### config.mk
export PLATFORM = sky130hd
export DESIGN_NAME = acc_bank
export DESIGN_NICKNAME = d
export VERILOG_FILES = /design/src/rtl/acc_pkg.sv /design/src/rtl/acc_lane.sv /design/src/rtl/acc_bank.sv
export SDC_FILE = /design/constraint.sdc
export NUM_CORES = 1
export LEC_CHECK = 0
export BUFFER_PORTS_ARGS = -buffer_cell sky130_fd_sc_hd__clkbuf_2
export CAP_MARGIN = 20
export CORE_MARGIN = 4
export CORE_UTILIZATION = 57
export CTS_CLUSTER_DIAMETER = 200
export DETAILED_ROUTE_END_ITERATION = 8
export GPL_TIMING_DRIVEN = 0
export PLACE_DENSITY = 0.91
export SLEW_MARGIN = 20
export SYNTH_ARGS = -nofsm -noshare
export SYNTH_HDL_FRONTEND = slang
export SYNTH_HIERARCHICAL = 1
export SYNTH_SLANG_ARGS = --single-unit
### constraint.sdc
create_clock -name clk -period 4.8 [get_ports clk]
set_input_delay 0.96 -clock clk [delete_from_list [all_inputs] [get_ports clk]]
set_output_delay 0.96 -clock clk [all_outputs]
set_load 0.05 [all_outputs]
### src/rtl/acc_pkg.sv
// Shared opcode and drain-FSM encodings for the accumulator bank.
package acc_pkg;

   typedef enum logic [2:0] {
      OP_NOP  = 3'd0,
      OP_LOAD = 3'd1,
      OP_INC  = 3'd2,
      OP_DEC  = 3'd3,
      OP_CLR  = 3'd4,
      OP_ALU  = 3'd5,
      OP_ADD  = 3'd6,
      OP_RSVD = 3'd7
   } acc_op_e;

   typedef enum logic {
      ST_IDLE  = 1'b0,
      ST_DRAIN = 1'b1
   } drain_state_e;

endpackage

### src/rtl/acc_lane.sv
// One accumulator lane: opcode decode, modular/saturating arithmetic, sticky ovf.
// Saturating INC/ADD/DEC selected by defining ACC_SAT_EN.
module acc_lane
   import acc_pkg::*;
#(
   parameter int DATA_W = 16
) (
   input  logic              clk,
   input  logic              rst_n,
   input  logic [2:0]        op_i,
   input  logic [DATA_W-1:0] data_i,
   input  logic [DATA_W-1:0] alu_i,
   input  logic              freeze_i,
   input  logic              drain_clr_i,
   output logic [DATA_W-1:0] acc_o,
   output logic              ovf_o
);

   logic [DATA_W-1:0] acc_q, acc_d;
   logic              ovf_q, ovf_d;
   logic [DATA_W:0]   sum;
   logic [DATA_W-1:0] addend;
   logic              borrow;
   acc_op_e           op_e;

   assign op_e = acc_op_e'(op_i);

   always_comb begin
      addend = (op_e == OP_ADD) ? data_i : DATA_W'(1);
      sum    = {1'b0, acc_q} + {1'b0, addend};
      borrow = (acc_q == '0);
      acc_d  = acc_q;
      ovf_d  = ovf_q;
      // Drain clear wins over freeze: it is the only update allowed while busy.
      if (drain_clr_i) begin
         acc_d = '0;
         ovf_d = 1'b0;
      end else if (!freeze_i) begin
         case (op_e)
            OP_LOAD: begin
               acc_d = data_i;
               ovf_d = 1'b0;
            end
            OP_INC, OP_ADD: begin
`ifdef ACC_SAT_EN
               acc_d = sum[DATA_W] ? '1 : sum[DATA_W-1:0];
`else
               acc_d = sum[DATA_W-1:0];
`endif
               if (sum[DATA_W]) ovf_d = 1'b1;
            end
            OP_DEC: begin
`ifdef ACC_SAT_EN
               acc_d = borrow ? '0 : acc_q - DATA_W'(1);
`else
               acc_d = acc_q - DATA_W'(1);
`endif
               if (borrow) ovf_d = 1'b1;
            end
            OP_CLR: begin
               acc_d = '0;
               ovf_d = 1'b0;
            end
            OP_ALU: begin
               acc_d = alu_i;
               ovf_d = 1'b0;
            end
            default: ;
         endcase
      end
   end

   always_ff @(posedge clk) begin
      if (!rst_n) begin
         acc_q <= '0;
         ovf_q <= 1'b0;
      end else begin
         acc_q <= acc_d;
         ovf_q <= ovf_d;
      end
   end

   assign acc_o = acc_q;
   assign ovf_o = ovf_q;

endmodule

### src/rtl/acc_bank.sv
// NUM_CORES-lane accumulator bank with a valid/ready drain engine.
// Define ACC_SAT_EN for saturating lane arithmetic (wrap-around otherwise).
module acc_bank
   import acc_pkg::*;
#(
   parameter int NUM_CORES = 4,
   parameter int DATA_W    = 16,
   parameter int IDX_W     = (NUM_CORES > 1) ? $clog2(NUM_CORES) : 1
) (
   input  logic                        clk,
   input  logic                        rst_n,
   input  logic [3*NUM_CORES-1:0]      op,
   input  logic [DATA_W*NUM_CORES-1:0] data_in,
   input  logic [DATA_W*NUM_CORES-1:0] alu_out,
   output logic [DATA_W*NUM_CORES-1:0] data_out,
   output logic [NUM_CORES-1:0]        ovf,
   output logic [NUM_CORES-1:0]        zero,
   input  logic                        drain_start,
   input  logic                        drain_clear,
   output logic                        busy,
   output logic                        drain_valid,
   input  logic                        drain_ready,
   output logic [DATA_W-1:0]           drain_data,
   output logic [IDX_W-1:0]            drain_idx,
   output logic                        drain_last
);

   drain_state_e                       state_q;
   logic [IDX_W-1:0]                   idx_q;
   logic                               clr_q;
   logic [NUM_CORES-1:0][DATA_W-1:0]   acc_w;
   logic [NUM_CORES-1:0]               lane_clr;
   logic                               accept;
   logic                               at_last;
   logic [DATA_W-1:0]                  sel_data;

   assign busy    = (state_q == ST_DRAIN);
   assign accept  = busy && drain_ready;
   assign at_last = (idx_q == IDX_W'(NUM_CORES - 1));

   for (genvar i = 0; i < NUM_CORES; i++) begin : g_lane
      assign lane_clr[i] = accept && clr_q && (idx_q == IDX_W'(i));

      acc_lane #(.DATA_W(DATA_W)) u_lane (
         .clk        (clk),
         .rst_n      (rst_n),
         .op_i       (op[3*i +: 3]),
         .data_i     (data_in[DATA_W*i +: DATA_W]),
         .alu_i      (alu_out[DATA_W*i +: DATA_W]),
         .freeze_i   (busy),
         .drain_clr_i(lane_clr[i]),
         .acc_o      (acc_w[i]),
         .ovf_o      (ovf[i])
      );

      assign zero[i] = (acc_w[i] == '0);
   end

   assign data_out = acc_w;

   always_ff @(posedge clk) begin
      if (!rst_n) begin
         state_q <= ST_IDLE;
         idx_q   <= '0;
         clr_q   <= 1'b0;
      end else begin
         case (state_q)
            ST_IDLE: begin
               if (drain_start) begin
                  state_q <= ST_DRAIN;
                  idx_q   <= '0;
                  clr_q   <= drain_clear;
               end
            end
            ST_DRAIN: begin
               if (drain_ready) begin
                  if (at_last) begin
                     state_q <= ST_IDLE;
                     idx_q   <= '0;
                  end else begin
                     idx_q <= idx_q + IDX_W'(1);
                  end
               end
            end
            default: state_q <= ST_IDLE;
         endcase
      end
   end

   // Loop-based select keeps the mux in range for non-power-of-two lane counts.
   always_comb begin
      sel_data = '0;
      for (int i = 0; i < NUM_CORES; i++)
         if (idx_q == IDX_W'(i)) sel_data = acc_w[i];
   end

   assign drain_valid = busy;
   assign drain_data  = busy ? sel_data : '0;
   assign drain_idx   = busy ? idx_q : '0;
   assign drain_last  = busy && at_last;

endmodule
==> results_dict.tcl <==
set metrics [dict create \
    fmaxAchievable_ghz 0.221 \
    ctsLongestPathBuffers 2 \
    num_rows 49 \
    postSynthAreaPerCell_um2 6.96 \
    data_required_time_of_the_worst_path_ns 5.01 \
    critical-path-max-stage-delay_ns 0.51 \
    first_global_vias 12300 \
    final.hold.worst_slack_ns 0.476 \
    power.share.sequential_pct 29.0 \
    dr_total_vias 14000 \
    final_min_period_over_clock_period_pct 94.1 \
    synth_enable_flop_cells 0 \
    post_dp_hpwl_um 33200 \
    combinationalPowerShare_pct 49.1 \
    synth_most_common_cell "sky130_fd_sc_hd__a21oi_1" \
    rsz_0062_raised_after_global_routing "false" \
    portBuffers 235 \
    die_width_um 145 \
    report.final.hold_viol_count 0 \
    criticalPathCategory "primary input to flip-flop" \
    antennaDiodeCount 0 \
    power_leakage_nw 5.39 \
    drcViolationCount 0 \
    cts_resized 0 \
    route.detailed.vias_per_inst 6.96 \
    ctsHtreeMaxLevel 3 \
    clkSlewWorstSetupHoldPaths_ns 0.06 \
    yosys_warnings 6 \
    finish.net_count 1994 \
    first_iter_violations 1892 \
    clk-insertion-delay-late_ns 0.35 \
    ir_drop_v 0.000169 \
    final-setup-viol-count 0 \
    io_pins 238 \
    power.clock.fraction_pct 22.0 \
    cp.arrival_ns 4.73 \
    async_set_reset_flop_share_out_of_synthesis_pct 0 \
    wl_per_cell_um 21.5 \
    antenna_found_initial 0 \
    final_core_utilization_pct 68.2 \
    placed_cells_incl_taps 1991 \
    drv_slew 0 \
    fin_total_pwr_mw 2.94 \
    numCtsBuffers 9 \
    layout-area-overhead-vs-synth_pct 16.4 \
    ctsRootBufferMaster "sky130_fd_sc_hd__clkbuf_16" \
    netlist.area_leader.share_pct 13.6 \
    grt_start_max_net_pins 17 \
    gp_congestion 1.01 \
    synth.lib_cells_used.distinct 95 \
    status "completed" \
    initial_utilization_pct 58.6 \
    power.density_nw_per_um2 238 \
    grt_first_pass_wirelength_um 65300 \
    route.final.wire_length_um 43100 \
    setup_total_negative_slack_ns 0 \
    groute.usage.overall_pct 38.8 \
    maxCapViolCount 0 \
    numClockSinks 72 \
    crit_chain "clkbuf_1, clkbuf_2, clkbuf_2, clkbuf_1, nand3b_1, ha_1, fa_1, a21oi_1, o21ai_0, a21oi_1, xnor2_1, a2111oi_0, nor4_1" \
    die_height_um 145 \
    critPathCaptureType "flip-flop" \
    holdCritPathClass "flip-flop to flip-flop" \
    clock-skew-final_ns 0.00991 \
    die-area_um2 20900 \
    hold_bufs_at_cts 0 \
    synthCells 1527 \
    post-synth-top-area-cell "sky130_fd_sc_hd__dfxtp_1" \
    total_switching_power_mw 1.43 \
    drtAntennaViolNets 0 \
    placeableCoreArea_um2 18100 \
    regToRegSetupSlack_ns 1.88 \
    final_period_minus_worst_setup_slack_ns 4.52 \
    global_route.overflow_total 0 \
    p_sw_share_pct 48.4 \
    netlist_top_cells_count "sky130_fd_sc_hd__a21oi_1 (159), sky130_fd_sc_hd__nand2_1 (132), sky130_fd_sc_hd__o21ai_0 (113)" \
    crit_slowest_cell "sky130_fd_sc_hd__a2111oi_0" \
    postSynthRegisterBits 72 \
    max_slew_margin_pct 33.7 \
    drt-pass1-iter-count 7 \
    seq_area_frac_synth_pct 13.6 \
    cts_tree "built" \
    yosys_most_used_dff "sky130_fd_sc_hd__dfxtp_1" \
    main_area_contributors_after_synthesis "sky130_fd_sc_hd__dfxtp_1 (14%), sky130_fd_sc_hd__ha_1 (8.5%), sky130_fd_sc_hd__a21oi_1 (7.5%), sky130_fd_sc_hd__o21ai_0 (5.3%), sky130_fd_sc_hd__nand2_1 (4.7%)" \
    synth_area_um2 10600 \
    crit_path_max_fanout 10 \
    synth.net_count 1748 \
    tightestPinTransition_ns 0.970 \
    p_int_mw 1.52 \
    postCtsSetupBuffers 0 \
    drive_above_1_share_pct 18.4 \
    setup.worst_path.start_class "primary input" \
    fin_cells 2007 \
]
## stage by stage
| step | worst slack [ns] | instance area, um2 |
|---|---|---|
| finish | 0.282 | 12400 |
| global route | 0.0805 | 12400 |
| CTS | 0.155 | 12400 |
| detailed placement | -0.188 | 12100 |
| global placement | -0.223 | 12100 |
| floorplan | 0.776 | 10600 |
## final cells by class
type,instances,area (um2)
Inverter,42,158
Buffer,106,490
Tap cell,229,287
Clock inverter,6,35.0
Clock buffer,10,239
Fill cell,1673,5770
Timing Repair Buffer,235,1180
Multi-Input combinational cell,1307,8550
Sequential cell,72,1440
## path summary, 6_finish.rpt
path | endpoint | startpoint | cells past startpoint
min reg2reg | g_lane[2].u_lane/ovf_o | g_lane[2].u_lane/ovf_o | 2
max reg2reg | g_lane[3].u_lane/acc_o[11] | g_lane[3].u_lane/acc_o[4] | 8
min | g_lane[2].u_lane/ovf_o | g_lane[2].u_lane/ovf_o | 2
max | g_lane[3].u_lane/acc_o[8] | op[11] | 13
## critical path: cells and delay by family
kind | cells | cell delay (ns)
buffers and inverters | 4 | 1.40
and+or+nand+nor | 2 | 0.22
AOI/OAI and AO/OA | 4 | 1.31
xor gates and xnor gates | 1 | 0.16
adders and majority gates | 2 | 0.68
## power by group through the flow
stage	Combinational, mW	Sequential (mW)	Clock [mW]
after floorplan	0.849	0.974	0
after global placement	1.38	0.849	0
after detailed placement	1.40	0.852	0
after CTS	1.41	0.838	0.650
after global routing	1.55	0.855	0.676
final	1.44	0.853	0.647
## layer usage
layer,GRT usage [%],share of wire [%]
met3,8.20,13
met1,52.5,39
met4,15.5,4.7
met5,0,0
met2,60.4,44
## cell usage in the layout (no fill, tap or decap), drive strengths merged, types with 25 or more instances in the layout
cell | netlist | final
clkbuf | 78 | 324
o21ai | 161 | 161
a21oi | 159 | 159
nand2 | 134 | 134
nor2 | 100 | 100
ha | 72 | 72
dfxtp | 72 | 72
and3 | 68 | 68
nor3 | 56 | 56
inv | 41 | 41
nand3 | 40 | 40
nor4 | 39 | 39
o211ai | 36 | 36
xnor2 | 36 | 36
nor2b | 34 | 34
a221oi | 32 | 32
a211oi | 29 | 29
buf | 28 | 27
or3 | 25 | 25
## flip-flops by register name, summed over array words and instances, names as in the netlist
register and flops:
clr_q 1, idx_q 2, g_lane.u_lane/ovf_o 4, g_lane.u_lane/acc_o 64, busy 1
## kinds of logic after synthesis
logic type               count (synthesis)  share of synthesized area [%]
AO/OA/AOI/OAI                          585                           35.7
buffers and inverters                  148                           6.07
AND/OR/NAND/NOR                        576                           29.4
adder cells (fa/ha/maj)                 76                           9.22
flip-flops                              72                           13.6
XOR/XNOR                                56                           4.68
multiplexers                            14                           1.33
No activity file was read; power rests on OpenSTA's default activity.
